===== src/rtl/stack_unit.sv =====
// -----------------------------------------------------------------------------
// stack_unit
//   A LIFO stack with a registered pop path, saturating entry count and
//   optional sticky error flags.
//
//   Optional feature macro: STACK_ERR_FLAGS_EN
//     defined   -> OVF/UNF latch illegal push-while-full / pop-while-empty
//                  and hold until RST
//     undefined -> OVF/UNF are tied low; illegal operations are still ignored
//
// Parameters
//   WIDTH  data word width
//   DEPTH  number of entries (power of two, >= 2)
//
// Ports
//   CLK    in   clock, all state on the rising edge
//   RST    in   synchronous active-high reset
//   PUSH   in   write DIN onto the top of the stack
//   POP    in   remove the top entry and return it on DOUT
//   DIN    in   push data
//   DOUT   out  popped data, registered, held while VALID is low
//   VALID  out  one-cycle pulse: DOUT carries data popped last cycle
//   SP     out  entry count, 0..DEPTH
//   EMPTY  out  SP == 0
//   FULL   out  SP == DEPTH
//   OVF    out  sticky overflow flag
//   UNF    out  sticky underflow flag
// -----------------------------------------------------------------------------
module stack_unit #(
  parameter int WIDTH = 8,
  parameter int DEPTH = 32
) (
  input  logic                       CLK,
  input  logic                       RST,
  input  logic                       PUSH,
  input  logic                       POP,
  input  logic [WIDTH-1:0]           DIN,
  output logic [WIDTH-1:0]           DOUT,
  output logic                       VALID,
  output logic [$clog2(DEPTH):0]     SP,
  output logic                       EMPTY,
  output logic                       FULL,
  output logic                       OVF,
  output logic                       UNF
);

  localparam int AW  = $clog2(DEPTH);
  localparam int SPW = AW + 1;

  logic [WIDTH-1:0] mem_q [DEPTH];

  logic [SPW-1:0]   sp_q, sp_d;
  logic [WIDTH-1:0] dout_q, dout_d;
  logic             valid_q, valid_d;

  logic             mem_we;
  logic [AW-1:0]    mem_waddr;

  logic             ovf_set;
  logic             unf_set;

  logic             empty;
  logic             full;
  logic [SPW-1:0]   sp_dec;
  logic [AW-1:0]    top_idx;
  logic [AW-1:0]    wr_idx;

  // Flags decode straight from the registered count.
  assign empty   = (sp_q == '0);
  assign full    = (sp_q == SPW'(DEPTH));

  // sp_dec is only used when the stack is non-empty, so the low bits are
  // always a legal index. wr_idx is only used when not full, where SP < DEPTH.
  assign sp_dec  = sp_q - SPW'(1);
  assign top_idx = sp_dec[AW-1:0];
  assign wr_idx  = sp_q[AW-1:0];

  // ---------------------------------------------------------------------------
  // Next-state decode
  // ---------------------------------------------------------------------------
  always_comb begin
    sp_d      = sp_q;
    dout_d    = dout_q;
    valid_d   = 1'b0;
    mem_we    = 1'b0;
    mem_waddr = wr_idx;
    ovf_set   = 1'b0;
    unf_set   = 1'b0;

    unique case ({PUSH, POP})
      2'b10: begin
        if (!full) begin
          mem_we    = 1'b1;
          mem_waddr = wr_idx;
          sp_d      = sp_q + SPW'(1);
        end else begin
          ovf_set   = 1'b1;
        end
      end

      2'b01: begin
        if (!empty) begin
          dout_d    = mem_q[top_idx];
          valid_d   = 1'b1;
          sp_d      = sp_dec;
        end else begin
          unf_set   = 1'b1;
        end
      end

      2'b11: begin
        if (empty) begin
          // Nothing stored: the pushed word goes straight out.
          dout_d    = DIN;
          valid_d   = 1'b1;
        end else begin
          // Swap the top: old top goes out, DIN takes its place. Legal even
          // when full because the count does not change.
          dout_d    = mem_q[top_idx];
          valid_d   = 1'b1;
          mem_we    = 1'b1;
          mem_waddr = top_idx;
        end
      end

      default: ;
    endcase
  end

  // ---------------------------------------------------------------------------
  // Control registers
  // ---------------------------------------------------------------------------
  always_ff @(posedge CLK) begin
    if (RST) begin
      sp_q    <= '0;
      dout_q  <= '0;
      valid_q <= 1'b0;
    end else begin
      sp_q    <= sp_d;
      dout_q  <= dout_d;
      valid_q <= valid_d;
    end
  end

  // Storage is not reset; a write in a reset cycle is dropped so RST wins.
  always_ff @(posedge CLK) begin
    if (mem_we && !RST) begin
      mem_q[mem_waddr] <= DIN;
    end
  end

  // ---------------------------------------------------------------------------
  // Error flags
  // ---------------------------------------------------------------------------
`ifdef STACK_ERR_FLAGS_EN
  logic ovf_q;
  logic unf_q;

  always_ff @(posedge CLK) begin
    if (RST) begin
      ovf_q <= 1'b0;
      unf_q <= 1'b0;
    end else begin
      ovf_q <= ovf_q | ovf_set;
      unf_q <= unf_q | unf_set;
    end
  end

  assign OVF = ovf_q;
  assign UNF = unf_q;
`else
  logic unused_err_set;
  assign unused_err_set = ovf_set | unf_set;

  assign OVF = 1'b0;
  assign UNF = 1'b0;
`endif

  assign DOUT  = dout_q;
  assign VALID = valid_q;
  assign SP    = sp_q;
  assign EMPTY = empty;
  assign FULL  = full;

endmodule


===== config.mk =====
export PLATFORM = sky130hd
export DESIGN_NAME = stack_unit
export DESIGN_NICKNAME = d
export VERILOG_FILES = /design/src/rtl/stack_unit.sv
export SDC_FILE = /design/constraint.sdc
export NUM_CORES = 1
export LEC_CHECK = 0
export BUFFER_PORTS_ARGS = -buffer_cell sky130_fd_sc_hd__buf_2
export CAP_MARGIN = 20
export CORE_UTILIZATION = 62
export DETAILED_ROUTE_END_ITERATION = 7
export GPL_TIMING_DRIVEN = 0
export PLACE_DENSITY = 0.77
export SETUP_SLACK_MARGIN = 0.2
export SLEW_MARGIN = 20
export SYNTH_ARGS = -nofsm -noshare
export SYNTH_HDL_FRONTEND = slang
export SYNTH_SLANG_ARGS = --single-unit

===== constraint.sdc =====
create_clock -name CLK -period 4.8 [get_ports CLK]
set_clock_uncertainty 0.2 [all_clocks]
set_input_delay 0.24 -clock CLK [delete_from_list [all_inputs] [get_ports CLK]]
set_output_delay 0.24 -clock CLK [all_outputs]
set_load 0.01 [all_outputs]

Word-level counts from Yosys, hierarchy flattened:

Memories as Yosys holds them, arrays and structs flattened.
Index checks and enable logic that the tools add are counted.

* add/subtract/negate cells: 2
* eq/ne operators: 6
* multiplexer cells: 14
* reduce and logical (&&, ||, !) cells: 7

Operators with widths (number)
* $mux 8: 2
* $pmux 8 s2: 1
* $mux 6: 2
* $pmux 6 s2: 1
* $mux 5: 2
* $add 6x1->6 const B: 1
* $eq 6x6->1 const B: 1
* $logic_not 6->1: 1
* $sub 6x1->6 const B: 1
* $eq 2x2->1 const B: 2
* $mux 1: 4
* $ne 2x2->1 const B: 2
* $pmux 1 s2: 2
* $reduce_bool 2->1: 2
* $reduce_and 3->1: 1
* $eq 2x1->1 const B: 1
* $reduce_and 2->1: 1
* $logic_and 1x1->1: 1
* $logic_not 1->1: 1

* register bits after elaboration: 15
* bits in writable memories: 256
* input port bits: 12
* output and inout port bits: 19
* word-level logic and storage cells: 33
* memories kept: 1

Memories
* mem_q: depth 32, bits a word 8, read ports 1, clocked after memory_dff 0, write ports 1, line 50 `logic [WIDTH-1:0] mem_q [DEPTH];`

Depth between registers and ports, before layout:

* depth in word-level cells: 6
* mapped depth: 14
* depth with buffers taken out: 9

Least setup slack after synthesis:

Ideal clock, no wire load.

* path type: register -> register
* start: register sp_q[0] (netlist: SP[0])
* end: memory mem_q[26][0] (enable)
* arrival time: 2.965 ns
* setup slack: 1.264 ns
* stages on the path, launching flop included: 12
* path buffers: 6
* path through: dfxtp_1 buf_6 buf_4 inv_1 buf_4 ha_1 buf_2 clkbuf_1 clkbuf_1 o31ai_1 nand3_1 nor2_1

* word-level cells in the longest chain between the ends: 6
* elaborated cells on any way between the ends: 11

RTL lines
* from (decl): line 52 `logic [SPW-1:0] sp_q, sp_d;`
* from (signal assigned): line 139 `sp_q <= sp_d;`
* $eq 6x6->1 / $logic_not 6->1 (equally long branches): line 70, 69
* $mux 1, on equally long branches: line 92, 112
* $pmux 1 s2: line 90 `unique case ({PUSH, POP})`
* $logic_and 1x1->1: line 147 `if (mem_we && !RST) begin`
* $mux 1: line 147
* $mux 1 (not written as such): line 148 `mem_q[mem_waddr] <= DIN;`
* to (decl): line 50

Several ways; a longest one is shown, not always the timed one.

Worst setup path after layout:

* start: register sp_q[0] (netlist: SP[0])
* end: memory mem_q[22][6] (enable)

The elaborated chain is that of the path after synthesis.

==> impl_metrics.csv <==
group,metric,value,unit
logic_synthesis,netlist_instances,662,
critical_path,critical_path.max_fanout,10,
floorplanning,initial_utilization,64.4,%
critical_path,cp.arrival,4.46,ns
clocking,postCtsSetupRepairBufs,0,
finish,final_cell_area,12600,um^2
sta,hold_viol_final,0,
placed_design,io_buffers,27,
logic_synthesis,synthFlopType,"edfxtp_1",
floorplanning,num_rows,48,
floorplanning,die_h,137,um
clocking,cts.sinks,271,
min_path,hold-path-cell-count,5,
clocking,htreeDepth,1,
critical_path,slowest_delay,0.76,ns
critical_path,reg2reg_to,"mem_q[22][6]",
logic_synthesis,yosys.area_share.xor_xnor,1.09,%
logic_synthesis,ys_warn_count,0,
routing,wirelength,26000,um
sta,fin_crit_sh,93.6,%
floorplanning,pin_count,31,
critical_path,start_kind,"flop",
placed_design,detailed_place_hpwl,16900,um
logic_synthesis,seq_area_frac_synth,70.7,%
critical_path,path_class,"flop to flop",
sta,fin_crit,4.49,ns
placed_design,gp_congestion,0.899,
finish,final_cell_mix,"256 x edfxtp_1, 58 x mux4_2, 56 x nand2_1, 42 x nor2_1, 38 x buf_2",
sta,slew_violations,0,
min_path,holdPathEnd,"SP[1]",
logic_synthesis,ys_types,60,
sta,tightest_slew,1.15,ns
clocking,cts_tree,"done",
logic_synthesis,yosys.area_share.adder,0.222,%
power_and_ir_drop,p_clk_share,33.9,%
critical_path,reg2reg_slack,0.31,ns
floorplanning,coreArea,17500,um^2
grt,grt-ovfl-total,0,
critical_path,r2r_start,"SP[0]",
finish,antenna_cells,0,
power_and_ir_drop,ir_drop,0.000434,V
min_path,hold_start,"POP",
sta,setup_violations,0,
clocking,path_clk_slew,0.06,ns
sta,clock.fmax,223,MHz
logic_synthesis,synth-simple-area-share,6.61,%
clocking,clock_latency,0.55,ns
logic_synthesis,synthMuxAreaShare,13.5,%
floorplanning,die_w,137,um
status,status,"finished clean",
sta,relSlewSlack,22.8,%
logic_synthesis,synth_compound_gate_area_share,5.71,%
finish,area_growth,11.6,%
logic_synthesis,synth_top_family_by_area,"multiplexers",
grt,antenna_found_initial,0,
routing,drtIter0Drc,770,
grt,grt_pass1_wl,38700,um
power_and_ir_drop,p_sw_share,28.0,%
logic_synthesis,synth-edff-count,256,
grt,grt_max_degree,35,
finish,layout_commonest_cell,"edfxtp_1",
routing,drtPass1Iterations,5,
routing,route.detailed.drc,0,
logic_synthesis,synthArstFlopShare,0,%
sta,grt_setup_unrepaired,"true",
critical_path,crit_chain,"buf_6, buf_4, inv_1, buf_4, ha_1, buf_2, clkbuf_2, clkbuf_2, o31ai_1, nand3_1, nor2_1",
critical_path,end_kind,"flop",
routing,post_drt_wl_per_cell,27.0,um
logic_synthesis,synth_top_area_share,68.0,%
routing,vias,6453,
critical_path,cp_top_family,"buffers and inverters",
grt,grt_usage,29.4,%
finish,final_layout_size_suffix_gt1_share,23.4,%
routing,avgViaCountPerCell,6.69,
power_and_ir_drop,p_comb_share,21.3,%
run,drv_cap,0,
logic_synthesis,ys_top_cells_by_area,"edfxtp_1 68%, mux4_2 12%, dfxtp_1 2.7%",
clocking,numCtsBuffers,27,
floorplanning,dieArea,18800,um^2
logic_synthesis,syn_area,11300,um^2
power_and_ir_drop,p_leak,0.00411,uW
logic_synthesis,synth-seq-cells,271,
power_and_ir_drop,pwr_density_cell,472,nW/um^2
logic_synthesis,syn_area_per_cell,17.1,um^2
power_and_ir_drop,internal-power,4280,uW
clocking,clockRootBuffer,"clkbuf_16",
critical_path,worstRegToRegCells,11,
critical_path,slowest_stage,"nor2_1",
grt,grt_pass1_vias,6354,
critical_path,crit_required,4.77,ns
placed_design,placed_area,11700,um^2
finish,nNetsFinal,734,
logic_synthesis,synth_largest_area_cell,"edfxtp_1",
routing,postRouteAntennaNets,0,
clocking,clockBufferDepth,3,
min_path,hp-class,"input port to flop",
sta,fin_setup_tns,0,ns
critical_path,crit_buf_inv,7,
power_and_ir_drop,switching_power,1670,uW
power_and_ir_drop,power_frac_seq,44.7,%
cell families after synthesis:
kind of cell | after synthesis
other | 1
buffers and inverters | 46
muxes | 76
adders and majority gates | 2
and+or+nand+nor | 163
DFF | 271
AOI/OAI and AO/OA | 92
xor gates and xnor gates | 11
repair_timing:
| action | in CTS | in global routing |
|---|---|---|
| gates resized for setup | 7 | 7 |
| hold buffers | 1 | 0 |
| hold endpoints to repair | 2 | 0 |
| endpoints found under the setup margin | 162 | 217 |
worst min-delay path, stage by stage:
cell	delay (ns)
buf_2	0.12
nand2b_1	0.15
xnor2_1	0.08
nor2_1	0.10
a211oi_1	0.06
registers in the layout, indices dropped and copies added, names as in the netlist:
name / count
mem_q: 256
VALID: 1
DOUT: 8
SP: 6
how the worst max path moves through the flow:
stage               slack (ns)  start            to  depth (start not counted)
finish                    0.31  SP[0]  mem_q[22][6]                         11
detailed placement        0.02  SP[0]  mem_q[16][2]                         11
floorplan                 1.26  SP[0]  mem_q[26][0]                         11
CTS                       0.21  SP[0]  mem_q[30][6]                         11
global placement          0.13  SP[0]  mem_q[16][2]                         11
global route              0.11  SP[0]  mem_q[30][6]                         11
power by group through the flow:
stage               clock network [uW]  logic [uW]  registers (uW)
finish                            2020        1270            2660
global route                      2120        1340            2660
CTS                               2030        1250            2660
detailed placement                   0        1230            2710
global placement                     0        1220            2710
floorplan                            0         842            2710
cell type report:
| cell class | count | area [um^2] |
|---|---|---|
| Buffer | 40 | 219 |
| Clock buffer | 32 | 694 |
| Clock inverter | 17 | 160 |
| Fill cell | 1073 | 4920 |
| Inverter | 6 | 27.5 |
| Multi-Input combinational cell | 346 | 3100 |
| Sequential cell | 271 | 7990 |
| Tap cell | 225 | 282 |
| Timing Repair Buffer | 28 | 145 |
through the flow:
stage | utilization [%] | cells | worst slack, ns | hold WS, ns | power, uW
5_1_grt | 71.9 | 965 | 0.108 | 0.0774 | 6130
6_report | 71.9 | 965 | 0.307 | 0.0707 | 5950
4_1_cts | 71.8 | 965 | 0.215 | 0.0414 | 5940
2_1_floorplan | - | 663 | 1.26 | 0.139 | 3560
3_5_place_dp | 66.8 | 915 | 0.0218 | 0.283 | 3950
3_3_place_gp | 66.8 | 915 | 0.129 | 0.274 | 3930
Yosys cell counts (all sizes together), types with 2 or more instances:
| library cell | n |
|---|---|
| a221oi | 2 |
| a21oi | 21 |
| a21boi | 3 |
| or3 | 5 |
| o211a | 2 |
| a2111oi | 4 |
| buf | 21 |
| clkbuf | 19 |
| a22o | 2 |
| a31oi | 8 |
| mux2 | 2 |
| o22ai | 3 |
| ha | 2 |
| nand2b | 6 |
| o21ai | 21 |
| and2 | 3 |
| nor2 | 53 |
| o2111ai | 2 |
| xnor2 | 8 |
| a41o | 4 |
| mux2i | 14 |
| mux4 | 60 |
| a211oi | 4 |
| xor2 | 3 |
| dfxtp | 15 |
| nor2b | 11 |
| o31ai | 2 |
| inv | 5 |
| nand2 | 56 |
| nand3 | 18 |
| edfxtp | 256 |
| nor3b | 2 |
| o311ai | 2 |
| nor3 | 4 |
| a22oi | 6 |
| a2bb2oi | 2 |
layer usage:
metal	vias to the layer above	track usage [%]	share of wire [%]
met3	59	4.85	9.6
met1	3245	43.3	40
li1	2744	-	-
met4	0	8.49	2.7
met5	-	0	0
met2	405	46.1	48
No activity file was read; power rests on OpenSTA's default activity.
